## config.mk

```make
export PLATFORM = sky130hd
export DESIGN_NAME = fft_config_stream
export DESIGN_NICKNAME = d
export VERILOG_FILES = /design/src/rtl/fft_cfg_pkg.sv /design/src/rtl/fft_cfg_pack.sv /design/src/rtl/fft_config_stream.sv
export SDC_FILE = /design/constraint.sdc
export NUM_CORES = 1
export LEC_CHECK = 0
export BUFFER_PORTS_ARGS = -buffer_cell sky130_fd_sc_hd__buf_4
export CAP_MARGIN = 40
export CORE_MARGIN = 4
export CORE_UTILIZATION = 55
export CTS_CLUSTER_SIZE = 30
export DETAILED_ROUTE_END_ITERATION = 7
export PLACE_DENSITY = 0.87
export SLEW_MARGIN = 20
export SYNTH_ARGS = -nofsm -noshare
export SYNTH_HDL_FRONTEND = slang
export SYNTH_HIERARCHICAL = 1
export SYNTH_SLANG_ARGS = --single-unit
```

## constraint.sdc

```tcl
create_clock -name clk -period 3.3 [get_ports clk]
set_input_delay 0.165 -clock clk [delete_from_list [all_inputs] [get_ports clk]]
set_output_delay 0.165 -clock clk [all_outputs]
set_load 0.005 [all_outputs]
```

## src/rtl/fft_cfg_pkg.sv

```systemverilog
// Shared types and width helpers for the FFT configuration stream.
// Field widths and the packed word width are derived here so packer and top agree.
package fft_cfg_pkg;

    typedef enum logic {
        ST_IDLE = 1'b0,
        ST_SEND = 1'b1
    } state_t;

    function automatic int pad8(input int w);
        return ((w + 7) / 8) * 8;
    endfunction

    // Absent fields still need a 1-bit port.
    function automatic int fld_w(input int w);
        return (w > 0) ? w : 1;
    endfunction

    function automatic int cfg_width(input int channels, input int scale_w,
                                     input int nfft_w, input int cp_w);
        return pad8(nfft_w) + pad8(cp_w) + pad8(channels + channels * scale_w);
    endfunction

endpackage

```

## src/rtl/fft_cfg_pack.sv

```systemverilog
// Combinational packer: NFFT, CP_LEN and the direction/schedule group,
// each byte-aligned, LSB first. Absent fields occupy no bits.
module fft_cfg_pack
    import fft_cfg_pkg::*;
#(
    parameter int CHANNELS = 1,
    parameter int SCALE_W  = 4,
    parameter int NFFT_W   = 0,
    parameter int CP_W     = 0
) (
    input  logic [fld_w(NFFT_W)-1:0]                         nfft,
    input  logic [fld_w(CP_W)-1:0]                           cp_len,
    input  logic [CHANNELS-1:0]                              fwd_inv,
    input  logic [CHANNELS*SCALE_W-1:0]                      scale_sch,
    output logic [cfg_width(CHANNELS,SCALE_W,NFFT_W,CP_W)-1:0] cfg
);

    localparam int NF   = fld_w(NFFT_W);
    localparam int CF   = fld_w(CP_W);
    localparam int NOFF = 0;
    localparam int COFF = pad8(NFFT_W);
    localparam int GOFF = COFF + pad8(CP_W);

    always_comb begin
        cfg = '0;
        if (NFFT_W > 0) begin
            cfg[NOFF +: NF] = nfft;
        end
        if (CP_W > 0) begin
            cfg[COFF +: CF] = cp_len;
        end
        cfg[GOFF +: CHANNELS]                      = fwd_inv;
        cfg[GOFF + CHANNELS +: CHANNELS * SCALE_W] = scale_sch;
    end

endmodule

```

## src/rtl/fft_config_stream.sv

```systemverilog
// Sends the packed FFT configuration word over AXI4-Stream; a one-deep shadow
// keeps a commit that arrives mid-transfer, newer commits overwrite it.
//
// state   | meaning
// --------+------------------------------------------------------------
// ST_IDLE | no word outstanding, tvalid low, waiting for commit
// ST_SEND | tvalid high, tdata held until tready; shadow may be pending
module fft_config_stream
    import fft_cfg_pkg::*;
#(
    parameter int CHANNELS = 1,
    parameter int SCALE_W  = 4,
    parameter int NFFT_W   = 0,
    parameter int CP_W     = 0,
    parameter int CNT_W    = 16
) (
    input  logic                                               clk,
    input  logic                                               resetn,
    input  logic [fld_w(NFFT_W)-1:0]                           nfft,
    input  logic [fld_w(CP_W)-1:0]                             cp_len,
    input  logic [CHANNELS-1:0]                                fwd_inv,
    input  logic [CHANNELS*SCALE_W-1:0]                        scale_sch,
    input  logic                                               commit,
    output logic                                               tvalid,
    input  logic                                               tready,
    output logic                                               tlast,
    output logic [cfg_width(CHANNELS,SCALE_W,NFFT_W,CP_W)-1:0] tdata,
    output logic                                               busy,
    output logic                                               coalesced,
    output logic [CNT_W-1:0]                                   sent_count
);

    localparam int CFG_W = cfg_width(CHANNELS, SCALE_W, NFFT_W, CP_W);

    state_t             state_q, state_d;
    logic [CFG_W-1:0]   live_word;
    logic [CFG_W-1:0]   tdata_q, tdata_d;
    logic [CFG_W-1:0]   shadow_q, shadow_d;
    logic               pending_q, pending_d;
    logic               busy_q, busy_d;
    logic               coal_q, coal_d;
    logic [CNT_W-1:0]   cnt_q, cnt_d;
    logic               handshake;

    fft_cfg_pack #(
        .CHANNELS (CHANNELS),
        .SCALE_W  (SCALE_W),
        .NFFT_W   (NFFT_W),
        .CP_W     (CP_W)
    ) u_pack (
        .nfft      (nfft),
        .cp_len    (cp_len),
        .fwd_inv   (fwd_inv),
        .scale_sch (scale_sch),
        .cfg       (live_word)
    );

    assign handshake = (state_q == ST_SEND) && tready;

    always_comb begin
        state_d   = state_q;
        tdata_d   = tdata_q;
        shadow_d  = shadow_q;
        pending_d = pending_q;
        coal_d    = 1'b0;
        cnt_d     = cnt_q;

        case (state_q)
            ST_IDLE: begin
                if (commit) begin
                    tdata_d = live_word;
                    state_d = ST_SEND;
                end
            end
            ST_SEND: begin
                if (handshake) begin
                    cnt_d = cnt_q + CNT_W'(1);
                    // A fresh commit beats the older shadow, which is then dropped.
                    if (commit) begin
                        tdata_d = live_word;
                        if (pending_q) begin
                            pending_d = 1'b0;
                            coal_d    = 1'b1;
                        end
                    end else if (pending_q) begin
                        tdata_d   = shadow_q;
                        pending_d = 1'b0;
                    end else begin
                        state_d = ST_IDLE;
                    end
                end else if (commit) begin
                    shadow_d  = live_word;
                    pending_d = 1'b1;
                    coal_d    = pending_q;
                end
            end
            default: state_d = ST_IDLE;
        endcase

        busy_d = (state_d == ST_SEND) || pending_d;
    end

    always_ff @(posedge clk) begin
        if (!resetn) begin
            state_q   <= ST_IDLE;
            tdata_q   <= '0;
            shadow_q  <= '0;
            pending_q <= 1'b0;
            busy_q    <= 1'b0;
            coal_q    <= 1'b0;
            cnt_q     <= '0;
        end else begin
            state_q   <= state_d;
            tdata_q   <= tdata_d;
            shadow_q  <= shadow_d;
            pending_q <= pending_d;
            busy_q    <= busy_d;
            coal_q    <= coal_d;
            cnt_q     <= cnt_d;
        end
    end

    assign tvalid     = (state_q == ST_SEND);
    assign tlast      = tvalid;
    assign tdata      = tdata_q;
    assign busy       = busy_q;
    assign coalesced  = coal_q;
    assign sent_count = cnt_q;

endmodule
```

==> impl_metrics.env <==
export IMPL_via_count=1249
export IMPL_port_buffers=36
export IMPL_peakVddDrop_mv=0.463
export IMPL_area_delta_synth_final_pct=19.7
export IMPL_critPathLaunchType="register"
export IMPL_num_fill_cells=213
export IMPL_htreeDepth=2
export IMPL_p_sw_w=0.000205
export IMPL_synth_cells=169
export IMPL_ant_nets=0
export IMPL_fin_crit_ps=1710
export IMPL_slew_headroom_pct=55.1
export IMPL_rows=19
export IMPL_comb_power_share_pct=9.0
export IMPL_gp_congestion=0.789
export IMPL_drc=0
export IMPL_cp_cell_sequence="a21oi_1 -> a21oi_2 -> nor2_1 -> a211oi_1"
export IMPL_clockRootBuffer="clkbuf_4"
export IMPL_avgSynthCellArea_sq_um=9.30
export IMPL_slowest_stage="dfxtp_1"
export IMPL_start_util_pct=57.5
export IMPL_pwr_share_clk_pct=37.2
export IMPL_finalClockSkew_ps=6.05
export IMPL_die_h_um=61.5
export IMPL_avgRoutedWirePerCell_um=13.7
export IMPL_num_io_pins=39
export IMPL_clkSlewWorstSetupHoldPaths_ps=110
export IMPL_vias_per_cell=5.41
export IMPL_drtIter0Drc=55
export IMPL_die_area_sq_um=3780
export IMPL_hold_violations=0
export IMPL_die_w_um=61.5
export IMPL_postCtsHoldBufs=0
export IMPL_powerDensity_nw_per_um2=455
export IMPL_seq_power_share_pct=53.8
export IMPL_setup_tns_final_ps=0
export IMPL_worst_pin_slew_ps=673
export IMPL_synth_top_area_share_pct=45.9
export IMPL_nNetsFinal=211
export IMPL_cp_end_kind="register"
export IMPL_grt_max_degree=20
export IMPL_slowest_delay_ps=550
export IMPL_cts_max_path_buffers=2
export IMPL_yosys_area_top_type="dfxtp_1"
export IMPL_routed_wl_mm=3.17
export IMPL_dr_pass1_iters=4
export IMPL_cts_sinks=36
export IMPL_synth_ff_type="dfxtp_1"
export IMPL_ys_seq_area_share_pct=45.9
export IMPL_yosys_top_cells_area="dfxtp_1, mux2i_1, nor2_1, xor2_1, buf_4"
export IMPL_whs_ps=49.5
export IMPL_grt_pass1_wl_mm=5.16
export IMPL_antenna_found_initial=0
export IMPL_drive_gt1_share_pct=25.0
export IMPL_cap_violations=0
export IMPL_cts_buffers=5
export IMPL_rsz0062_at_grt="no"
export IMPL_worstSetupPathType="reg2reg"
export IMPL_yosysUniqueCellTypes=31
export IMPL_clkLatencyLatePin_ps=350
export IMPL_crit_fanout=16
export IMPL_status="finished clean"
export IMPL_setup_violations=0
export IMPL_synth_edff_count=0
export IMPL_post_cts_buffers=0
export IMPL_fmax_mhz=586
export IMPL_holdCritPathClass="in2reg"
export IMPL_yosys_warnings=6
export IMPL_grt_pass1_vias=1195
export IMPL_maxSlewViolCount=0
export IMPL_diodes=0
export IMPL_dp_hpwl_mm=2.39
export IMPL_synth_common_cells="dfxtp_1, nor2_1, mux2i_1"
export IMPL_syn_area_sq_um=1570
export IMPL_coreArea_sq_um=2730
export IMPL_synthArstFlopShare_pct=0
export IMPL_fin_crit_sh_pct=51.7
export IMPL_cts_tree="done"
export IMPL_grt_ovfl_total=0
export IMPL_swShare_pct=24.0
export IMPL_ys_seq_elements=36
export IMPL_p_leak_nw=0.906
export IMPL_cp_data_arrival_time_ps=1970
export IMPL_yosysMostFrequentCell="dfxtp_1"
export IMPL_track_usage_pct=19.2
export IMPL_post_cts_resized=0
export IMPL_cp_required_ps=3570
export IMPL_p_int_w=0.000650
-- metal layers --
| layer | vias to the layer above | wire length, um | GRT usage, % |
|---|---|---|---|
| met3 | 7 | 230 | 7.97 |
| met1 | 578 | 1210 | 19.8 |
| met4 | 0 | 63 | 9.39 |
| met2 | 37 | 1670 | 33.4 |
| met5 | - | 0 | 0 |
| li1 | 627 | - | - |
-- power by group through the flow --
stage / registers, W / logic (W) / clock network (W)
after floorplan: 0.000467 / 0.0000493 / 0
after detailed placement: 0.000469 / 0.0000774 / 0
after CTS: 0.000460 / 0.0000779 / 0.000328
final: 0.000459 / 0.0000773 / 0.000318
after global placement: 0.000468 / 0.0000710 / 0
after global routing: 0.000461 / 0.0000869 / 0.000348
-- layout by cell type, fill, tap and decap left out, types with 2 or more instances in the layout --
master	n
or3_1	3
clkbuf_4	5
xor2_1	10
inv_1	5
a211oi_1	8
buf_4	36
nand4_1	4
nor4_1	2
nor2_1	26
dfxtp_1	36
o21ai_0	3
nand2_1	10
conb_1	3
nand3_1	5
and4_1	4
a21oi_1	6
mux2i_1	18
-- flip-flops by register name, summed over array words and instances (netlist names) --
signal	count
tdata	8
tlast	1
coalesced	1
pending_q	1
shadow_q	8
busy	1
sent_count	16
-- worst max-delay path, delay by kind of cell, from the launching register on --
family          cells  cell delay, ps
compound gates      3             940
simple gates        1             120
flops               1             550
-- kinds of logic after synthesis --
| logic type | share of synthesized area [%] |
|---|---|
| and+or+nand+nor | 19.7 |
| xor gates and xnor gates | 5.57 |
| adders and majority gates | 0.796 |
| muxes | 11.5 |
| DFF | 45.9 |
| buffers and inverters | 7.96 |
| other | 0.239 |
| AOI/OAI and AO/OA | 8.36 |
-- per-stage QoR --
step                      power [W]  util, %  instance area [sq um]  instances  setup slack [ps]
after floorplan            0.000517        -                   1580        171              1810
after global placement     0.000539     65.2                   1780        222              1700
after detailed placement   0.000547     65.7                   1800        223              1620
after CTS                  0.000865     68.8                   1880        231              1580
after global routing       0.000896     68.8                   1880        231              1420
final                      0.000855     68.8                   1880        231              1590
-- cell type report --
class	count	area (sq um)	area share, %
inverters	5	18.8	0.998
flip-flops and latches	36	721	38.3
well taps	31	38.8	2.06
clock buffers	5	37.5	2.00
clock inverters	3	46.3	2.46
multi-input cells	114	733	39.0
repair buffers	37	285	15.2
-- worst paths after layout --
| kind | startpoint | to | slack [ps] | cells after the start |
|---|---|---|---|---|
| setup / recovery | tlast$_SDFF_PN0_ | tdata[4]$_SDFFE_PN0P_ | 1590 | 4 |
| hold / removal | scale_sch[1] | shadow_q[2]$_SDFFE_PN0P_ | 50 | 3 |
| setup reg to reg | tlast$_SDFF_PN0_ | tdata[4]$_SDFFE_PN0P_ | 1590 | 4 |
| hold reg to reg | sent_count[15]$_SDFFE_PN0P_ | sent_count[15]$_SDFFE_PN0P_ | 500 | 2 |
Note: power is estimated with default switching activity, not from simulation.
